==> src/rtl/fp_pkg.sv <==
// Shared widths and the aligned-operand record for the double-precision adder front end.
package fp_pkg;
    localparam int EXP_W  = 11;
    localparam int FRAC_W = 52;
    localparam int SIG_W  = FRAC_W + 3;
    localparam int SH_W   = 6;
    localparam int SH_MAX = 2**SH_W - 1;

    typedef struct packed {
        logic [EXP_W-1:0] es;
        logic [SIG_W-1:0] fa_al;
        logic [SIG_W-1:0] fb_al;
        logic [SH_W-1:0]  as2;
        logic             sticky;
        logic             swap;
        logic             sl;
        logic             eff_sub;
    } align_t;

    // Subnormals behave as exponent 1 with a zero hidden bit.
    function automatic logic [EXP_W-1:0] eff_exp(input logic [EXP_W-1:0] e);
        return (e == '0) ? EXP_W'(1) : e;
    endfunction
endpackage

==> src/rtl/align_shift_right.sv <==
// Combinational right shift of the smaller significand with optional sticky OR-reduce.
// Latency 0; no handshake. Sticky logic exists only when FP_ALIGN_STICKY_EN is defined.
module align_shift_right
    import fp_pkg::*;
(
    input  logic [SIG_W-1:0] x,
    input  logic [SH_W-1:0]  sh,
    output logic [SIG_W-1:0] y,
    output logic             sticky
);
    // Shifts of SIG_W or more leave zero, which the language semantics already give.
    assign y = x >> sh;

`ifdef FP_ALIGN_STICKY_EN
    logic [SIG_W-1:0] mask;
    assign mask   = (sh >= SH_W'(SIG_W)) ? '1 : ((SIG_W'(1) << sh) - SIG_W'(1));
    assign sticky = |(x & mask);
`else
    assign sticky = 1'b0;
`endif
endmodule

==> src/rtl/fp_align_pipe.sv <==
// Two-stage elastic exponent compare / significand alignment ahead of the adder (sticky via FP_ALIGN_STICKY_EN).
// Latency 2 cycles, 1 result/cycle. Backpressure: out_ready stalls S2, a full S2 stalls S1; in_ready = !s1_vld || s2_adv.
module fp_align_pipe
    import fp_pkg::*;
(
    input  logic              clk,
    input  logic              rst,
    input  logic              flush,
    input  logic              in_valid,
    output logic              in_ready,
    input  logic [EXP_W-1:0]  ea,
    input  logic [EXP_W-1:0]  eb,
    input  logic [FRAC_W-1:0] fa,
    input  logic [FRAC_W-1:0] fb,
    input  logic              sa,
    input  logic              sb,
    input  logic              sub,
    output logic              out_valid,
    input  logic              out_ready,
    output logic [EXP_W-1:0]  es,
    output logic [SIG_W-1:0]  fa_al,
    output logic [SIG_W-1:0]  fb_al,
    output logic [SH_W-1:0]   as2,
    output logic              sticky,
    output logic              swap,
    output logic              sl,
    output logic              eff_sub
);
    logic             s1_vld, s2_vld, s2_adv;
    logic [EXP_W-1:0] ea_e, eb_e, mag;
    logic             swap_c;
    logic [SH_W-1:0]  as2_c;
    logic [SIG_W-1:0] sig_a, sig_b;

    logic [EXP_W-1:0] s1_es;
    logic [SIG_W-1:0] s1_big, s1_small;
    logic [SH_W-1:0]  s1_as2;
    logic             s1_swap, s1_sl, s1_eff_sub;

    align_t           s2, s2_d;
    logic [SIG_W-1:0] sh_y;
    logic             sh_sticky;

    assign s2_adv   = !s2_vld || out_ready;
    assign in_ready = !s1_vld || s2_adv;

    assign ea_e   = eff_exp(ea);
    assign eb_e   = eff_exp(eb);
    assign sig_a  = {ea != '0, fa, 2'b00};
    assign sig_b  = {eb != '0, fb, 2'b00};
    assign swap_c = eb_e > ea_e;
    assign mag    = swap_c ? (eb_e - ea_e) : (ea_e - eb_e);
    assign as2_c  = (mag > EXP_W'(SH_MAX)) ? '1 : mag[SH_W-1:0];

    // S1 data carries no reset: it is only observed behind s1_vld.
    always_ff @(posedge clk) begin
        if (in_valid && in_ready) begin
            s1_es      <= swap_c ? eb_e : ea_e;
            s1_big     <= swap_c ? sig_b : sig_a;
            s1_small   <= swap_c ? sig_a : sig_b;
            s1_as2     <= as2_c;
            s1_swap    <= swap_c;
            s1_sl      <= swap_c ? sb : sa;
            s1_eff_sub <= sa ^ sb ^ sub;
        end
    end

    align_shift_right u_shift (
        .x      (s1_small),
        .sh     (s1_as2),
        .y      (sh_y),
        .sticky (sh_sticky)
    );

    always_comb begin
        s2_d         = '0;
        s2_d.es      = s1_es;
        s2_d.fa_al   = s1_big;
        s2_d.fb_al   = sh_y;
        s2_d.as2     = s1_as2;
        s2_d.sticky  = sh_sticky;
        s2_d.swap    = s1_swap;
        s2_d.sl      = s1_sl;
        s2_d.eff_sub = s1_eff_sub;
    end

    always_ff @(posedge clk) begin
        if (rst) begin
            s1_vld <= 1'b0;
            s2_vld <= 1'b0;
            s2     <= '0;
        end else if (flush) begin
            s1_vld <= 1'b0;
            s2_vld <= 1'b0;
        end else begin
            if (in_ready) s1_vld <= in_valid;
            if (s2_adv)   s2_vld <= s1_vld;
            if (s2_adv && s1_vld) s2 <= s2_d;
        end
    end

    assign out_valid = s2_vld;
    assign es        = s2.es;
    assign fa_al     = s2.fa_al;
    assign fb_al     = s2.fb_al;
    assign as2       = s2.as2;
    assign sticky    = s2.sticky;
    assign swap      = s2.swap;
    assign sl        = s2.sl;
    assign eff_sub   = s2.eff_sub;
endmodule

==> config.mk <==
export PLATFORM = sky130hd
export DESIGN_NAME = fp_align_pipe
export DESIGN_NICKNAME = d
export VERILOG_FILES = /design/src/rtl/fp_pkg.sv /design/src/rtl/align_shift_right.sv /design/src/rtl/fp_align_pipe.sv
export SDC_FILE = /design/constraint.sdc
export NUM_CORES = 1
export LEC_CHECK = 0
export CAP_MARGIN = 20
export CORE_UTILIZATION = 45
export CTS_CLUSTER_SIZE = 14
export DETAILED_ROUTE_END_ITERATION = 10
export GPL_ROUTABILITY_DRIVEN = 0
export PLACE_DENSITY = 0.8
export SETUP_SLACK_MARGIN = 0.02
export SLEW_MARGIN = 15
export SYNTH_ARGS = -nofsm -noshare
export SYNTH_HDL_FRONTEND = slang
export SYNTH_SLANG_ARGS = --single-unit
==> constraint.sdc <==
create_clock -name clk -period 9.3 [get_ports clk]
set_input_delay 2.79 -clock clk [delete_from_list [all_inputs] [get_ports clk]]
set_output_delay 2.79 -clock clk [all_outputs]
set_load 0.05 [all_outputs]
==> run_results.csv <==
group,metric,value,unit
synthesis,number_of_enable_type_register_cells_in_the_synthesized_netlist,126,
synthesis,dominantRegCellSynth,"sky130_fd_sc_hd__dfxtp_1",
detailed_routing,drc,0,
floorplanning,placement_rows,64,
placement,place.detailed.hpwl,27800,um
cells_and_area,layout.cells.most_common_list,"sky130_fd_sc_hd__nand2_1, sky130_fd_sc_hd__clkdlybuf4s50_1, sky130_fd_sc_hd__dfxtp_1",
cells_and_area,layout_commonest_cell,"sky130_fd_sc_hd__nand2_1",
critical_path,worst_ep_required_time,6510,ps
detailed_routing,vias_per_cell,5.73,
sta,timing.max_slew.rel_slack,29.9,%
clock_network,clk_latency,540,ps
power,cellPowerDensity,172,mW/mm2
synthesis,yosysSeqAreaShare,45.4,%
synthesis,yosys_warnings,0,
synthesis,mappedNetlistArea,0.0141,mm2
placement,placedCellCount,1955,
sta,tns,0,ps
floorplanning,floorplan.die_area,0.0320,mm2
clock_network,clock_sink_count,256,
power,power.internal,2.26,mW
synthesis,post_synth.cell_area_avg,10.0,um2
cells_and_area,area_delta_synth_final,26.2,%
critical_path,rr_startpoint,"s1_as2[0]$_SDFFCE_PN1P_",
hold_path,min_from,"fa_al[28]$_SDFFE_PP0P_",
floorplanning,die_h,179,um
clock_network,cts_setup_buffers,0,
sta,rsz0062_at_grt,"no",
hold_path,worst_hold_path_type,"reg2reg",
floorplanning,core_area,0.0307,mm2
global_route,grt_overall_usage,23.8,%
cells_and_area,instances_no_fill,2008,
clock_network,cts.path.max_buffers,3,
cells_and_area,post_route_cells_drive_above_1_share,13.5,%
detailed_routing,detailedRoute.firstIterationViolations,1116,
sta,portion_of_the_clock_cycle_consumed_by_the_worst_path_in_the_final_layout,76.5,%
global_route,maximum_number_of_pins_on_one_net_before_global_route_repair,98,
clock_network,clk_pin_slew_worst_setup_hold_paths,60,ps
synthesis,synthDistinctLibCells,68,
clock_network,clock-root-buffer,"sky130_fd_sc_hd__clkbuf_16",
sta,fin_skew,14.7,ps
critical_path,cp_data_arrival_time,4320,ps
synthesis,syn_inst,1408,
sta,final_period_minus_worst_setup_slack,7110,ps
clock_network,cts_resized,0,
power,power.switching_fraction,25.9,%
floorplanning,fp.dieW,179,um
power,power.net_switching,0.790,mW
global_route,globalRouteOverflowTotal,0,
detailed_routing,sum_of_routed_wire_length_over_all_layers,38800,um
clock_network,tritoncts_clock_tree,"done",
critical_path,critPathKind,"in2out",
global_route,antenna_found_initial,6,
detailed_routing,wire_per_inst,19.3,um
critical_path,r2r_slack,6290,ps
job,cap_violations,0,
sta,report.final.hold_viol_count,0,
global_route,via_count_of_the_first_global_routing_pass,10900,
detailed_routing,dr.pass1.iters,5,
cells_and_area,final_nets,1746,
power,part_of_the_power_in_registers,42.3,%
power,overall_power,3.05,mW
floorplanning,io-pin-count,267,
sta,finalSetupViolations,0,
cells_and_area,postLayoutCellArea,0.0178,mm2
global_route,global_route_wire_length_before_repair,59600,um
sta,final.setup.worst_slack,2190,ps
placement,worst_setup_slack_after_placement,1950,ps
run_status,outcome,"completed",
power,worst_case_vdd_ir_drop,0.129,mV
detailed_routing,route.vias.total,11500,
power,power.static_leakage,6.58,nW
detailed_routing,antenna_violating_nets_post_route,0,
clock_network,cts_buffers,27,
placement,io_buffer_count,263,
clock_network,ctsHtreeMaxLevel,1,
critical_path,crit_path_end_kind,"output pin",
sta,tightest_slew,1050,ps
critical_path,startpoint_class,"input port",
placement,dpl_cell_area,0.0167,mm2
floorplanning,initial_core_util,45.9,%
critical_path,maximum_net_fanout_on_the_critical_path,5,
hold_path,timing.hold.worst_endpoint,"fa_al[28]$_SDFFE_PP0P_",
synthesis,postSynth.asyncResetShare,0,%
sta,timing.fmax,141,MHz
critical_path,crit-reg2reg-capture,"fb_al[1]$_SDFFE_PP0P_",
synthesis,ys_seq_elements,256,
hold_path,min_path_cells,2,
sta,report.final.slew_viol_count,0,
power,combPwrFrac,18.5,%
power,power.share.clock,39.2,%
clock_network,cts_hold_buffers,0,
critical_path,depth_of_the_most_critical_reg_to_reg_path,8,
## kinds of logic (layout without fill, tap and decap cells)
kind of cell               Yosys count  after routing  synth area share (%)
and+or+nand+nor                    449            449                  13.3
adders and majority gates           23             23                  2.15
DFF                                256            256                  45.4
muxes                              211            211                  20.6
AOI/OAI and AO/OA                  296            296                  12.9
buffers and inverters              163            362                  5.13
other                                1              6                0.0266
xor gates and xnor gates             9              9                 0.560
## critical path, stage by stage
cell                              delay [ps]
sky130_fd_sc_hd__clkdlybuf4s50_1         410
sky130_fd_sc_hd__nor2b_1                 290
sky130_fd_sc_hd__nand2_1                 120
sky130_fd_sc_hd__clkdlybuf4s50_1         710
## Yosys cell counts, drive strengths merged, types with 3 or more instances
cell type,count,area [um2]
mux2i,54,541
xnor2,6,52.6
nand3,5,25.0
a31oi,4,25.0
o211ai,9,67.6
and2,5,31.3
o21ai,60,300
nor2,91,342
a211oi,4,30.0
o221ai,5,43.8
o21a,3,22.5
nand2,288,1080
and3,11,68.8
o22ai,17,106
ha,21,263
nor4,10,68.8
mux2,118,1480
edfxtp,126,3780
dfxtp,130,2600
nor2b,3,18.8
o31a,4,35.0
a21o,9,75.1
a2111oi,3,27.5
nand3b,7,52.6
a2bb2oi,5,43.8
mux4,39,878
clkbuf,88,330
xor2,3,26.3
nor3,12,60.1
inv,36,135
a22oi,31,233
buf,39,257
a311oi,3,26.3
a21oi,122,618
nand2b,6,37.5
or3,4,25.0
## power groups by stage
stage / registers, mW / clock network (mW) / logic [mW]
2_1_floorplan: 1.33 / 0 / 0.363
3_3_place_gp: 1.31 / 0 / 0.544
3_5_place_dp: 1.31 / 0 / 0.555
4_1_cts: 1.29 / 1.21 / 0.558
5_1_grt: 1.30 / 1.26 / 0.604
6_report: 1.29 / 1.20 / 0.564
## state kept, by name, indices dropped and copies added, names as in the netlist, 6 cells and up
name	count
s1_es	11
s1_small	53
fb_al	55
es	11
fa_al	53
s1_as2	6
as2	6
s1_big	53
## layout make-up
class / instances / area [um2]
clock inverter: 10 / 184
fill: 2514 / 12900
inverter: 36 / 138
multi-input combinational: 991 / 6980
tap: 396 / 495
antenna: 3 / 7.51
timing repair buffer: 277 / 2760
clock buffer: 39 / 815
sequential: 256 / 6390
## how the worst max path moves through the flow
stage                     cells past startpoint                 endpoint      start  slack, ps
final                                         4                 in_ready  out_ready       2190
after global routing                          4                 in_ready  out_ready       2110
after CTS                                     4                 in_ready  out_ready       2180
after detailed placement                     15  s1_as2[3]$_SDFFCE_PN1P_     eb[10]       1950
after global placement                       15  s1_as2[3]$_SDFFCE_PN1P_      eb[4]       2060
after floorplan                               3  s1_as2[0]$_SDFFCE_PN1P_  out_ready       2600
## stage by stage
stage | hold WS [ps] | utilization [%]
final | 453 | 57.9
after global routing | 470 | 57.9
after floorplan | 471 | -
after CTS | 454 | 57.8
after detailed placement | 446 | 54.6
after global placement | 442 | 54.6
## per-layer routing
layer	up-vias	wire length, um	part of all wire [%]	GRT usage, %
met3	61	3310	8.5	4.92
met1	5560	16000	41	31.2
li1	5396	-	-	-
met2	487	18600	48	39.8
met4	2	842	2.2	6.32
met5	-	13	0.034	0
(Power assumes the default switching activity.)
